==> src/rtl/pipelined_tree_multiplier.sv <==
// pipelined_tree_multiplier: 3-stage WIDTH x WIDTH multiplier (AND array, Dadda HA/FA tree, Sklansky adder).
// Define MULT_SIGNED_EN to add the in_signed port and Baugh-Wooley two's-complement products.
module pipelined_tree_multiplier #(
    parameter int WIDTH = 8,
    parameter int TAG_W = 4
) (
    input  logic               clk,
    input  logic               rst_n,
    input  logic               in_valid,
    output logic               in_ready,
    input  logic [WIDTH-1:0]   in_x,
    input  logic [WIDTH-1:0]   in_y,
    input  logic [TAG_W-1:0]   in_tag,
`ifdef MULT_SIGNED_EN
    input  logic               in_signed,
`endif
    output logic               out_valid,
    input  logic               out_ready,
    output logic [2*WIDTH-1:0] out_p,
    output logic [TAG_W-1:0]   out_tag,
    output logic               busy
);

    localparam int PW   = 2 * WIDTH;
    localparam int MAXH = WIDTH + 1;
    localparam int LVLS = $clog2(PW);
    localparam int NSEQ = 16;

    typedef struct packed {
        logic [PW-1:0] a;
        logic [PW-1:0] b;
    } rows_t;

    // Sklansky prefix adder: level l merges each upper half-block with the top of its lower half.
    function automatic logic [PW-1:0] prefix_add(input logic [PW-1:0] a, input logic [PW-1:0] b);
        logic [PW-1:0] g;
        logic [PW-1:0] p;
        logic [PW-1:0] gg;
        logic [PW-1:0] pp;
        logic [PW-1:0] s;
        int            j;
        g  = a & b;
        p  = a ^ b;
        gg = g;
        pp = p;
        s  = '0;
        j  = 0;
        for (int l = 0; l < LVLS; l++) begin
            for (int i = 0; i < PW; i++) begin
                if (((i >> l) & 1) == 1) begin
                    j     = ((i >> l) << l) - 1;
                    gg[i] = gg[i] | (pp[i] & gg[j]);
                    pp[i] = pp[i] & pp[j];
                end
            end
        end
        s[0] = p[0];
        for (int i = 1; i < PW; i++) begin
            s[i] = p[i] ^ gg[i-1];
        end
        return s;
    endfunction

    logic              v0_q, v1_q, v2_q;
    logic              v0_d, v1_d, v2_d;
    logic              adv2, s0_load, s1_load, s2_load;

    logic [WIDTH-1:0]  x0_q, y0_q;
    logic [TAG_W-1:0]  tag0_q, tag1_q;
`ifdef MULT_SIGNED_EN
    logic              sgn0_q;
`endif
    rows_t             rows_d;
    logic [PW-1:0]     a1_q, b1_q;
    logic [PW-1:0]     sum_d;
    logic [PW-1:0]     p2_q;
    logic [TAG_W-1:0]  tag2_q;

    assign adv2     = v2_q & out_ready;
    assign s2_load  = v1_q & (~v2_q | adv2);
    assign s1_load  = v0_q & (~v1_q | s2_load);
    assign in_ready = ~v0_q | s1_load;
    assign s0_load  = in_valid & in_ready;

    assign v0_d = s0_load | (v0_q & ~s1_load);
    assign v1_d = s1_load | (v1_q & ~s2_load);
    assign v2_d = s2_load | (v2_q & ~adv2);

    // NOTE: blocking '=' is correct here because these are combinational scratch values; every variable gets a default first so no latch is inferred.
    always_comb begin : dadda_tree
        logic [MAXH-1:0] cols [PW];
        logic [MAXH-1:0] nxt  [PW];
        int              h    [PW];
        int              nh   [PW];
        int              seq  [NSEQ];
        int              ns;
        int              d;
        int              k;
        int              rem;
        logic            pp;
        logic            sum;
        logic            cy;

        ns     = 0;
        d      = 2;
        k      = 0;
        rem    = 0;
        pp     = 1'b0;
        sum    = 1'b0;
        cy     = 1'b0;
        rows_d = '0;
        for (int c = 0; c < PW; c++) begin
            cols[c] = '0;
            nxt[c]  = '0;
            h[c]    = 0;
            nh[c]   = 0;
        end
        for (int t = 0; t < NSEQ; t++) begin
            seq[t] = 0;
        end

        for (int i = 0; i < WIDTH; i++) begin
            for (int j = 0; j < WIDTH; j++) begin
                pp = x0_q[i] & y0_q[j];
`ifdef MULT_SIGNED_EN
                // Baugh-Wooley: invert the MSB row and MSB column, but not their shared corner bit.
                if ((i == WIDTH - 1) != (j == WIDTH - 1)) begin
                    pp = pp ^ sgn0_q;
                end
`endif
                cols[i+j][h[i+j]] = pp;
                h[i+j]            = h[i+j] + 1;
            end
        end
`ifdef MULT_SIGNED_EN
        cols[WIDTH][h[WIDTH]] = sgn0_q;
        h[WIDTH]              = h[WIDTH] + 1;
        cols[PW-1][h[PW-1]]   = sgn0_q;
        h[PW-1]               = h[PW-1] + 1;
`endif

        // Dadda targets 2, 3, 4, 6, 9, ... below the tallest column, applied largest first.
        for (int t = 0; t < NSEQ; t++) begin
            if (d < WIDTH) begin
                seq[ns] = d;
                ns      = ns + 1;
                d       = (d * 3) / 2;
            end
        end

        for (int s = NSEQ - 1; s >= 0; s--) begin
            if (s < ns) begin
                d = seq[s];
                for (int c = 0; c < PW; c++) begin
                    nxt[c] = '0;
                    nh[c]  = 0;
                end
                for (int c = 0; c < PW; c++) begin
                    k = 0;
                    for (int it = 0; it < MAXH; it++) begin
                        rem = h[c] - k;
                        if ((rem + nh[c] > d) && (rem >= 2)) begin
                            if ((rem + nh[c] == d + 1) || (rem == 2)) begin
                                sum = cols[c][k] ^ cols[c][k+1];
                                cy  = cols[c][k] & cols[c][k+1];
                                k   = k + 2;
                            end else begin
                                sum = cols[c][k] ^ cols[c][k+1] ^ cols[c][k+2];
                                cy  = (cols[c][k] & cols[c][k+1]) | (cols[c][k] & cols[c][k+2])
                                    | (cols[c][k+1] & cols[c][k+2]);
                                k   = k + 3;
                            end
                            nxt[c][nh[c]] = sum;
                            nh[c]         = nh[c] + 1;
                            if (c + 1 < PW) begin
                                nxt[c+1][nh[c+1]] = cy;
                                nh[c+1]           = nh[c+1] + 1;
                            end
                        end
                    end
                    for (int b = 0; b < MAXH; b++) begin
                        if ((b >= k) && (b < h[c])) begin
                            nxt[c][nh[c]] = cols[c][b];
                            nh[c]         = nh[c] + 1;
                        end
                    end
                end
                cols = nxt;
                h    = nh;
            end
        end

        for (int c = 0; c < PW; c++) begin
            rows_d.a[c] = (h[c] > 0) ? cols[c][0] : 1'b0;
            rows_d.b[c] = (h[c] > 1) ? cols[c][1] : 1'b0;
        end
    end

    assign sum_d = prefix_add(a1_q, b1_q);

    // NOTE: sequential state uses non-blocking '<=' so every flop samples pre-edge values.
    always_ff @(posedge clk or negedge rst_n) begin
        if (!rst_n) begin
            v0_q   <= 1'b0;
            v1_q   <= 1'b0;
            v2_q   <= 1'b0;
            p2_q   <= '0;
            tag2_q <= '0;
        end else begin
            v0_q <= v0_d;
            v1_q <= v1_d;
            v2_q <= v2_d;
            if (s2_load) begin
                p2_q   <= sum_d;
                tag2_q <= tag1_q;
            end
        end
    end

    // NOTE: internal data registers are deliberately not reset; their valid flag qualifies them.
    always_ff @(posedge clk) begin
        if (s0_load) begin
            x0_q   <= in_x;
            y0_q   <= in_y;
            tag0_q <= in_tag;
`ifdef MULT_SIGNED_EN
            sgn0_q <= in_signed;
`endif
        end
        if (s1_load) begin
            a1_q   <= rows_d.a;
            b1_q   <= rows_d.b;
            tag1_q <= tag0_q;
        end
    end

    assign out_valid = v2_q;
    assign out_p     = p2_q;
    assign out_tag   = tag2_q;
    assign busy      = v0_q | v1_q | v2_q;

endmodule

==> config.mk <==
export PLATFORM = sky130hd
export DESIGN_NAME = pipelined_tree_multiplier
export DESIGN_NICKNAME = d
export VERILOG_FILES = /design/src/rtl/pipelined_tree_multiplier.sv
export SDC_FILE = /design/constraint.sdc
export NUM_CORES = 1
export LEC_CHECK = 0
export ABC_CLOCK_PERIOD_IN_PS = 8300
export BUFFER_PORTS_ARGS = -buffer_cell sky130_fd_sc_hd__clkbuf_2
export CAP_MARGIN = 20
export CORE_UTILIZATION = 60
export DETAILED_ROUTE_END_ITERATION = 7
export GPL_TIMING_DRIVEN = 0
export PLACE_DENSITY = 0.81
export SYNTH_ARGS = -nofsm -noshare
export SYNTH_HDL_FRONTEND = slang
export SYNTH_SLANG_ARGS = --single-unit --ignore-timing --ignore-initial --compat-mode --unroll-limit 50000
==> constraint.sdc <==
create_clock -name clk -period 8.3 [get_ports clk]
set_clock_uncertainty 0.1 [all_clocks]
set_input_delay 1.66 -clock clk [delete_from_list [all_inputs] [get_ports clk]]
set_output_delay 1.66 -clock clk [all_outputs]
set_load 0.02 [all_outputs]
==> results of run 1 <==
worst register-to-register path, stage by stage (launching register included):
cell                       delay, ns
sky130_fd_sc_hd__edfxtp_1       0.50
sky130_fd_sc_hd__and2_1         0.23
sky130_fd_sc_hd__fa_1           0.51
sky130_fd_sc_hd__fa_1           0.55
sky130_fd_sc_hd__inv_1          0.05
sky130_fd_sc_hd__fa_1           0.53
sky130_fd_sc_hd__inv_1          0.05
sky130_fd_sc_hd__fa_1           0.44
layer usage:
metal  vias up  wire, um  GRT usage
met5         -         0          0
met4         0       113     0.0833
met3         9       239     0.0502
met2        47      3340      0.354
met1      1290      3220      0.261
li1       1302         -          -
area by class of cell:
class / instances / area [sq um] / area share
Clock buffer: 13 / 180 / 0.0366
Multi-Input combinational cell: 235 / 2000 / 0.406
Buffer: 4 / 15.0 / 0.00305
Timing Repair Buffer: 47 / 258 / 0.0524
Clock inverter: 3 / 17.5 / 0.00356
Tap cell: 96 / 120 / 0.0244
Sequential cell: 76 / 2170 / 0.441
Inverter: 43 / 161 / 0.0328
power groups by stage:
stage	registers (mW)	logic, mW	clock network (mW)
after floorplan	0.589	0.254	0
after global placement	0.548	0.392	0
after detailed placement	0.552	0.413	0
after CTS	0.545	0.416	0.276
after global routing	0.552	0.472	0.290
final	0.543	0.414	0.270
flip-flops by register name, summed over array words and instances, names as in the netlist:
register   count
v0_q           1
out_valid      1
x0_q           8
out_tag        4
b1_q          14
a1_q          15
tag1_q         4
y0_q           8
v1_q           1
out_p         16
tag0_q         4
cells in the final DEF (no fill, tap or decap), types with 5 or more instances in the layout:
cell / instances
sky130_fd_sc_hd__fa_1: 38
sky130_fd_sc_hd__inv_1: 43
sky130_fd_sc_hd__dfrtp_1: 23
sky130_fd_sc_hd__o21ai_0: 12
sky130_fd_sc_hd__clkbuf_8: 11
sky130_fd_sc_hd__a21oi_1: 11
sky130_fd_sc_hd__clkbuf_1: 5
sky130_fd_sc_hd__and2_1: 44
sky130_fd_sc_hd__edfxtp_1: 53
sky130_fd_sc_hd__clkbuf_2: 46
sky130_fd_sc_hd__nand2_1: 59
sky130_fd_sc_hd__ha_1: 21
worst paths after layout:
check,slack (ns),from,cells after the start,end
max in group asynchronous,6.56,rst_n,1,out_p[8]
min in group asynchronous,1.18,rst_n,1,out_p[1]
min reg2reg,0.32,tag0_q[2],0,tag1_q[2]
max reg2reg,5.08,x0_q[3],7,b1_q[8]
min,0.32,tag0_q[2],0,tag1_q[2]
max,4.33,out_ready,4,in_ready
through the flow:
stage,power (mW),hold slack (ns),utilization,instances
CTS,1.24,0.330,0.712,517
detailed placement,0.965,0.309,0.683,501
floorplan,0.844,0.300,-,358
global route,1.31,0.341,0.712,517
global placement,0.940,0.304,0.679,500
finish,1.23,0.323,0.712,517
synth_stat cells (2+ instances only):
cell type and instances:
sky130_fd_sc_hd__a21oi_1 11, sky130_fd_sc_hd__nand4_1 2, sky130_fd_sc_hd__edfxtp_1 53, sky130_fd_sc_hd__nor3_1 3
sky130_fd_sc_hd__nand2b_1 4, sky130_fd_sc_hd__o211ai_1 2, sky130_fd_sc_hd__inv_1 43, sky130_fd_sc_hd__a21o_1 3
sky130_fd_sc_hd__and2_1 44, sky130_fd_sc_hd__o21ai_0 12, sky130_fd_sc_hd__nor2b_1 2, sky130_fd_sc_hd__ha_1 21
sky130_fd_sc_hd__nand3_1 2, sky130_fd_sc_hd__o31ai_1 3, sky130_fd_sc_hd__xor2_1 4, sky130_fd_sc_hd__nand2_1 59
sky130_fd_sc_hd__xnor2_1 2, sky130_fd_sc_hd__fa_1 38, sky130_fd_sc_hd__dfrtp_1 23, sky130_fd_sc_hd__clkbuf_1 4
sky130_fd_sc_hd__a211oi_1 2, sky130_fd_sc_hd__or3_1 4, sky130_fd_sc_hd__nor2_1 4
cell families after synthesis:
family	count (synthesis)	synth area share
DFF	76	0.499
adders and majority gates	59	0.236
AOI/OAI and AO/OA	40	0.0597
buffers and inverters	47	0.0406
xor gates and xnor gates	6	0.0121
and+or+nand+nor	130	0.153
==> run summary, run 1 <==
After clock tree synthesis, the setup repair step added 0 buffers. The final worst slack came out at about 4.3 ns. The overall global routing resource usage came out at 0.209. Synthesis instantiated 36 different standard cells from the library. The area of the die came out at 0.00758 sq mm. Detailed placement finished with a half-perimeter wire length of 5.41 mm. From synthesis to final layout, the design area changed by 13.3%.

The part of the total power dissipated in combinational logic came out at 0.337. Of all cell types, the one taking the most synthesized area is sky130_fd_sc_hd__edfxtp_1. STA puts the critical path data required time at around 6.5 ns. The buffer depth of the longest clock path is 2. The number of remaining DRC errors came out at 0. The insertion delay of the later-clocked pin in the worst-skew pair came out at about 0.35 ns. The pin slew with the least headroom to its limit came out at between 0.9 and 1 ns. The first-iteration detailed-routing DRC count is 47. Synthesis handed over a netlist of 358 instances. The critical path goes through clkbuf_2 > nor2b_1 > nand3_1 > clkbuf_2. The maximum vdd drop came out at 0.000107 V. The worst setup path is launched from an input port. The total number of nets in the final design came out at 499. The max capacitance violation total is 0. The largest delay contributor family on the critical path is simple AND/OR/NAND/NOR gates. The design internal power is approximately 0.8 mW. The mean routed wirelength per cell is 13.4 um. The maximum number of pins on one net before global-route repair is 24. The die span in y came out at a little under 90 um. After filler insertion, the fill cell instance count of the layout stands at 551.

Once placement finished, the instance area stood at between 0.004 and 0.005 sq mm. The initial cell density of the core came out at 0.629. In this run the clock root is driven by a sky130_fd_sc_hd__clkbuf_8. Setup total negative slack on the finished layout was measured at 0 ns. The count of state elements after synthesis is 76. The analysis attributes to cell leakage a power of 2.22 nW.

The global-route congestion overflow total came out at 0. The kind of path behind the tightest hold check is reg -> reg. Setup violations remaining at the end of the flow were counted as 0. The number of vias in the routed layout is 2648.

Setup repair after global routing left no endpoint under its margin. Measured against its own limit, the worst slew margin works out to 0.379. The net count after synthesis came out at between 400 and 500. Ranked by total cell area, the synthesized netlist is headed by sky130_fd_sc_hd__edfxtp_1 (37%), sky130_fd_sc_hd__fa_1 (18%), sky130_fd_sc_hd__dfrtp_1 (13%). The number of antenna repair diodes is 0. The clock slew at the register clock pins of the worst setup and hold paths is 0.07 ns. The sort of element at the end of the critical path is an output port. The biggest fanout along the worst timing path came out at 3. The worst setup path category is in -> out.

At the end of routability-driven placement, the weighted congestion stood at 0.855. The minimum period implied by the final worst setup slack is 3.97 ns. The worst path arrival time is 2.21 ns. The number of buffers and inverters on the critical path is 2. For this design, the slowest cell found on the critical path is sky130_fd_sc_hd__clkbuf_2. The register share of total power came out at 0.443. The number of flops mapped to enable cells by yosys came out at 53. TritonCTS built the clock tree. The clock sink count is 76. The flow ran to the end, and the final reports show no timing, DRC or antenna violations. In this run the remaining antenna-violating nets after routing total 0. In the synthesized netlist the async set-or-reset flop fraction comes to 0.303. The count of buffers from port buffering came out at 46. The total number of H-tree levels is 3. Of the cells placed in the final design, the portion with a size suffix greater than 1 is 0.162.

Timing would allow up to 252 MHz. The count of synthesis-stage warnings from yosys is 0. In the synthesized netlist the dominant register cell turns out to be sky130_fd_sc_hd__edfxtp_1. The first global-routing pass estimated between 10 and 15 mm of wire. The row count is 30. Summed over all layers, the routed wires come to 6.92 mm. The sequential element share of the synthesized area came out at 0.499. The clock share of power came out at 0.220. Dividing total power by cell area gives a power density of 249 mW/mm^2. The number of buffers inserted during clock tree synthesis is 9.

In the finished design, the share of the clock period the worst path needs comes to 0.479. Dividing the synthesized area by the synthesized cell count gives 12.1 sq um. The floorplan step set the die width to 87.1 um. The first-pass iteration count of the detailed router is 4. The number of global-route vias before repair is about 2600. Of the total power, the share spent switching nets is 0.341. For this design the top-level I/O count stands at 47. The fraction of post-synthesis cell area in the top cell type by area came out at 0.367. The total standard cell area after synthesis is between 0.004 and 0.005 sq mm.

The number of failing hold endpoints at the final stage came out at 0. The worst setup timing slack at the placement stage is between 4 and 5 ns. The vias per cell came out at 5.12. The count of hold-fix buffers inserted at cts came out at 0. Gates resized during post-CTS repair numbered 0. The max-slew violation count is 0. Among the stages of the critical path, the cell type that occurs most often is sky130_fd_sc_hd__clkbuf_2. For this design the total switching power over the nets is between 0.4 and 0.5 mW. Once layout is done, the placed cells without fillers occupy 0.00492 sq mm.

The initial antenna violation count is 0. The core area came out at between 0.006 and 0.007 sq mm. The biggest cell delay along the critical path came out at 0.18 ns.
No activity file was read; power rests on OpenSTA's default activity.
==> run 2, diff against run 1 <==
--- a/config.mk
+++ b/config.mk
@@ -5,13 +5,13 @@
 export SDC_FILE = /design/constraint.sdc
 export NUM_CORES = 1
 export LEC_CHECK = 0
-export ABC_CLOCK_PERIOD_IN_PS = 8300
+export ABC_CLOCK_PERIOD_IN_PS = 3800
 export BUFFER_PORTS_ARGS = -buffer_cell sky130_fd_sc_hd__clkbuf_2
 export CAP_MARGIN = 20
-export CORE_UTILIZATION = 60
+export CORE_UTILIZATION = 59
 export DETAILED_ROUTE_END_ITERATION = 7
 export GPL_TIMING_DRIVEN = 0
-export PLACE_DENSITY = 0.81
+export PLACE_DENSITY = 0.8
 export SYNTH_ARGS = -nofsm -noshare
 export SYNTH_HDL_FRONTEND = slang
 export SYNTH_SLANG_ARGS = --single-unit --ignore-timing --ignore-initial --compat-mode --unroll-limit 50000
==> constraint.sdc (replaced) <==
create_clock -name clk -period 3.8 [get_ports clk]
set_clock_uncertainty 0.1 [all_clocks]
set_input_delay 0.76 -clock clk [delete_from_list [all_inputs] [get_ports clk]]
set_output_delay 0.76 -clock clk [all_outputs]
set_load 0.02 [all_outputs]
==> run 2 against run 1 <==
- via count decreased by 0.11%
- sequential power is 120% higher
- setup slack got worse by 3.8 ns
- clock power is 100% higher
- total power is 120% higher
- die area grew 1.7%
- largest power group unchanged
- global-route usage decreased by 0.063 points
- critical endpoint is now b1_q[9]
- utilization decreased by 0.67 points
- critical path type is now reg -> reg
==> run summary, run 2 (synthesis gave the netlist of run 1 again) <==
The run finished with clean final reports. The max-slew violation count came to 0 (unchanged). The total half-perimeter wirelength after legalization and detailed placement came out at 5.49 mm (+1.3%). The final weighted congestion in routability-driven placement came out at 0.863 (+0.90%). The number of placed instances with taps included is 501 (unchanged). The number of global-route vias before repair is 2709 (+2.5%). The insertion delay of the later-clocked pin in the worst-skew pair is 0.34 ns (about the same).

The max capacitance violation total is 0 (unchanged). The worst setup timing slack at the placement stage was 0.548 ns (-3.77 ns). STA classifies the critical path endpoint as a flip-flop. The row count is 30 (unchanged). The final worst slack came out at 0.567 ns (-3.76 ns).

The pin slew with the least headroom to its limit came out at 0.922 ns (-0.0102 ns). The final hold slack was 0.273 ns (-0.0506 ns). The count of buffers from port buffering is 46 (unchanged). The worst path arrival time came out at 3.22 ns (+1.01 ns). The worst register-to-register path ends at b1_q[9]. The final count of negative-setup-slack endpoints is 0 (unchanged). The horizontal die dimension came out at 87.8 um (+0.83%).

The end-of-flow core utilization came out at 0.705 (-0.00673). The core area came out at 0.00694 sq mm (+0.54%). The share of layout cells above drive strength 1 is 0.164 (+0.00238). The number of antenna repair diodes came out at 0 (unchanged).

The cell sitting at the root of the clock tree is a sky130_fd_sc_hd__clkbuf_8. The first-pass iteration count of the detailed router is 4 (unchanged). The count of hold-fix buffers inserted at cts came out at 0 (unchanged). Tracing the worst setup path back leads to its startpoint at y0_q[5]. The kind of path behind the tightest hold check is in -> async. The I/O pin total is 47 (unchanged). The worst setup path category is reg -> reg. The worst-case headroom to the max-slew limit came to 0.385 (+0.00680). The mean routed wirelength per cell came out at 13.6 um (+1.7%). The number of nets with antenna violations after routing came out at 0 (unchanged). The part of the cycle the worst path needs is 0.851. The total number of H-tree levels is 3 (unchanged). The number of failing hold endpoints at the final stage is 0 (unchanged). The initial antenna violation count came to 0 (unchanged). The total number of nets in the final design came out at 499 (unchanged).

The buffer depth of the longest clock path came out at 2 (unchanged). The total cell area at the placement stage came out at 0.00472 sq mm (unchanged). The power after layout came out at 2.64 mW (+120%). The number of remaining DRC errors is 0 (unchanged). The most common cell after layout, fill and taps aside is sky130_fd_sc_hd__nand2_1. The initial cell density of the core is 0.625 (-0.00340). The aggregate negative setup slack is 0 ns (unchanged).

The biggest fanout along the worst timing path is 8 (+5). The required arrival time at the worst endpoint is 3.79 ns (-2.75 ns). TritonCTS built the clock tree.

The global-route congestion overflow total was 0 (unchanged). STA classifies the critical path startpoint as a flip-flop. The vias per cell came to 5.12 (-0.11%). The worst setup slack for register-to-register paths is 0.57 ns (-4.51 ns). Setup repair after global routing left no endpoint under its margin. Leaving out fill and tap cells, the most frequent cells in the layout are sky130_fd_sc_hd__nand2_1 (59), sky130_fd_sc_hd__edfxtp_1 (53), sky130_fd_sc_hd__clkbuf_2 (46).

The clock sink count is 76 (unchanged). The area of the die is 0.00771 sq mm (+1.7%). The die span in y came out at 87.8 um (+0.83%). The highest attainable clock frequency came out at 309 MHz.

The quantity of gates resized following cts is 0 (unchanged). The cell area after layout is 0.00490 sq mm (-0.41%). The setup fix buffers added after clock tree synthesis is 0 (unchanged).

The area growth from synthesis to layout is 12.8%. The last element of the critical path is b1_q[9]. The number of vias in the routed layout was 2645 (-0.11%).

The overall global routing resource usage is 0.209 (-0.000630). The first-iteration detailed-routing DRC count was 67 (+43%). The flip-flop count of the largest register after layout came out at 16 (unchanged). The number of buffers inserted during clock tree synthesis was 9 (unchanged). The maximum number of pins on one net before global-route repair came out at 25 (+4.2%). The number of cells traversed by the worst register-to-register path came out at 7 (unchanged). The wire length of the first global-routing pass came out at 11.9 mm (+2.0%). The worst register-to-register path begins at y0_q[5]. The minimum period implied by the final worst setup slack came out at between 3 and 4 ns. The power density over the cells came to 539 mW/mm^2 (+120%). The maximum vdd drop came out at 0.000268 V (+150%). The static leakage came out at 2.21 nW (-0.54%). The clock slew at the register clock pins of the worst setup and hold paths came out at 0.09 ns (+0.02 ns). The final cell count without fillers came out at 517 (unchanged).

The detailed-route wire length is 7.04 mm (+1.7%).
==> run 2: how the worst min path moves through the flow <==
stage,startpoint,end,slack [ns],cells after the start
CTS,rst_n,out_p[2],0.28,1
detailed placement,tag0_q[0],tag1_q[0],0.31,0
finish,rst_n,out_p[1],0.27,1
global route,rst_n,out_p[1],0.30,1
floorplan,tag0_q[0],tag1_q[0],0.30,0
global placement,tag0_q[0],tag1_q[0],0.30,0
==> run 2: area by class of cell <==
cell class / instances / area [sq um]
Fill cell: 474 / 2050
Sequential cell: 76 / 2170
Inverter: 43 / 161
Multi-Input combinational cell: 235 / 2000
Buffer: 4 / 15.0
Tap cell: 96 / 120
Timing Repair Buffer: 47 / 258
Clock inverter: 5 / 36.3
Clock buffer: 11 / 141
==> run 2: routing by layer <==
layer | share of wire | track usage | vias up
met2 | 0.49 | 0.352 | 62
met5 | 0 | 0 | -
li1 | - | - | 1305
met4 | 0.022 | 0.0909 | 0
met3 | 0.033 | 0.0490 | 15
met1 | 0.46 | 0.258 | 1263
==> run 2: worst max-delay path, stage by stage (launching register included) <==
cell                       delay [ns]
sky130_fd_sc_hd__edfxtp_1        0.51
sky130_fd_sc_hd__and2_1          0.23
sky130_fd_sc_hd__fa_1            0.52
sky130_fd_sc_hd__fa_1            0.55
sky130_fd_sc_hd__inv_1           0.06
sky130_fd_sc_hd__fa_1            0.53
sky130_fd_sc_hd__inv_1           0.05
sky130_fd_sc_hd__fa_1            0.43
==> run 2: power by group <==
part / switching (mW) / internal [mW] / total (mW)
clock: 0.293 / 0.258 / 0.551
combinational: 0.541 / 0.358 / 0.899
sequential: 0.0935 / 1.10 / 1.19
total: 0.927 / 1.71 / 2.64
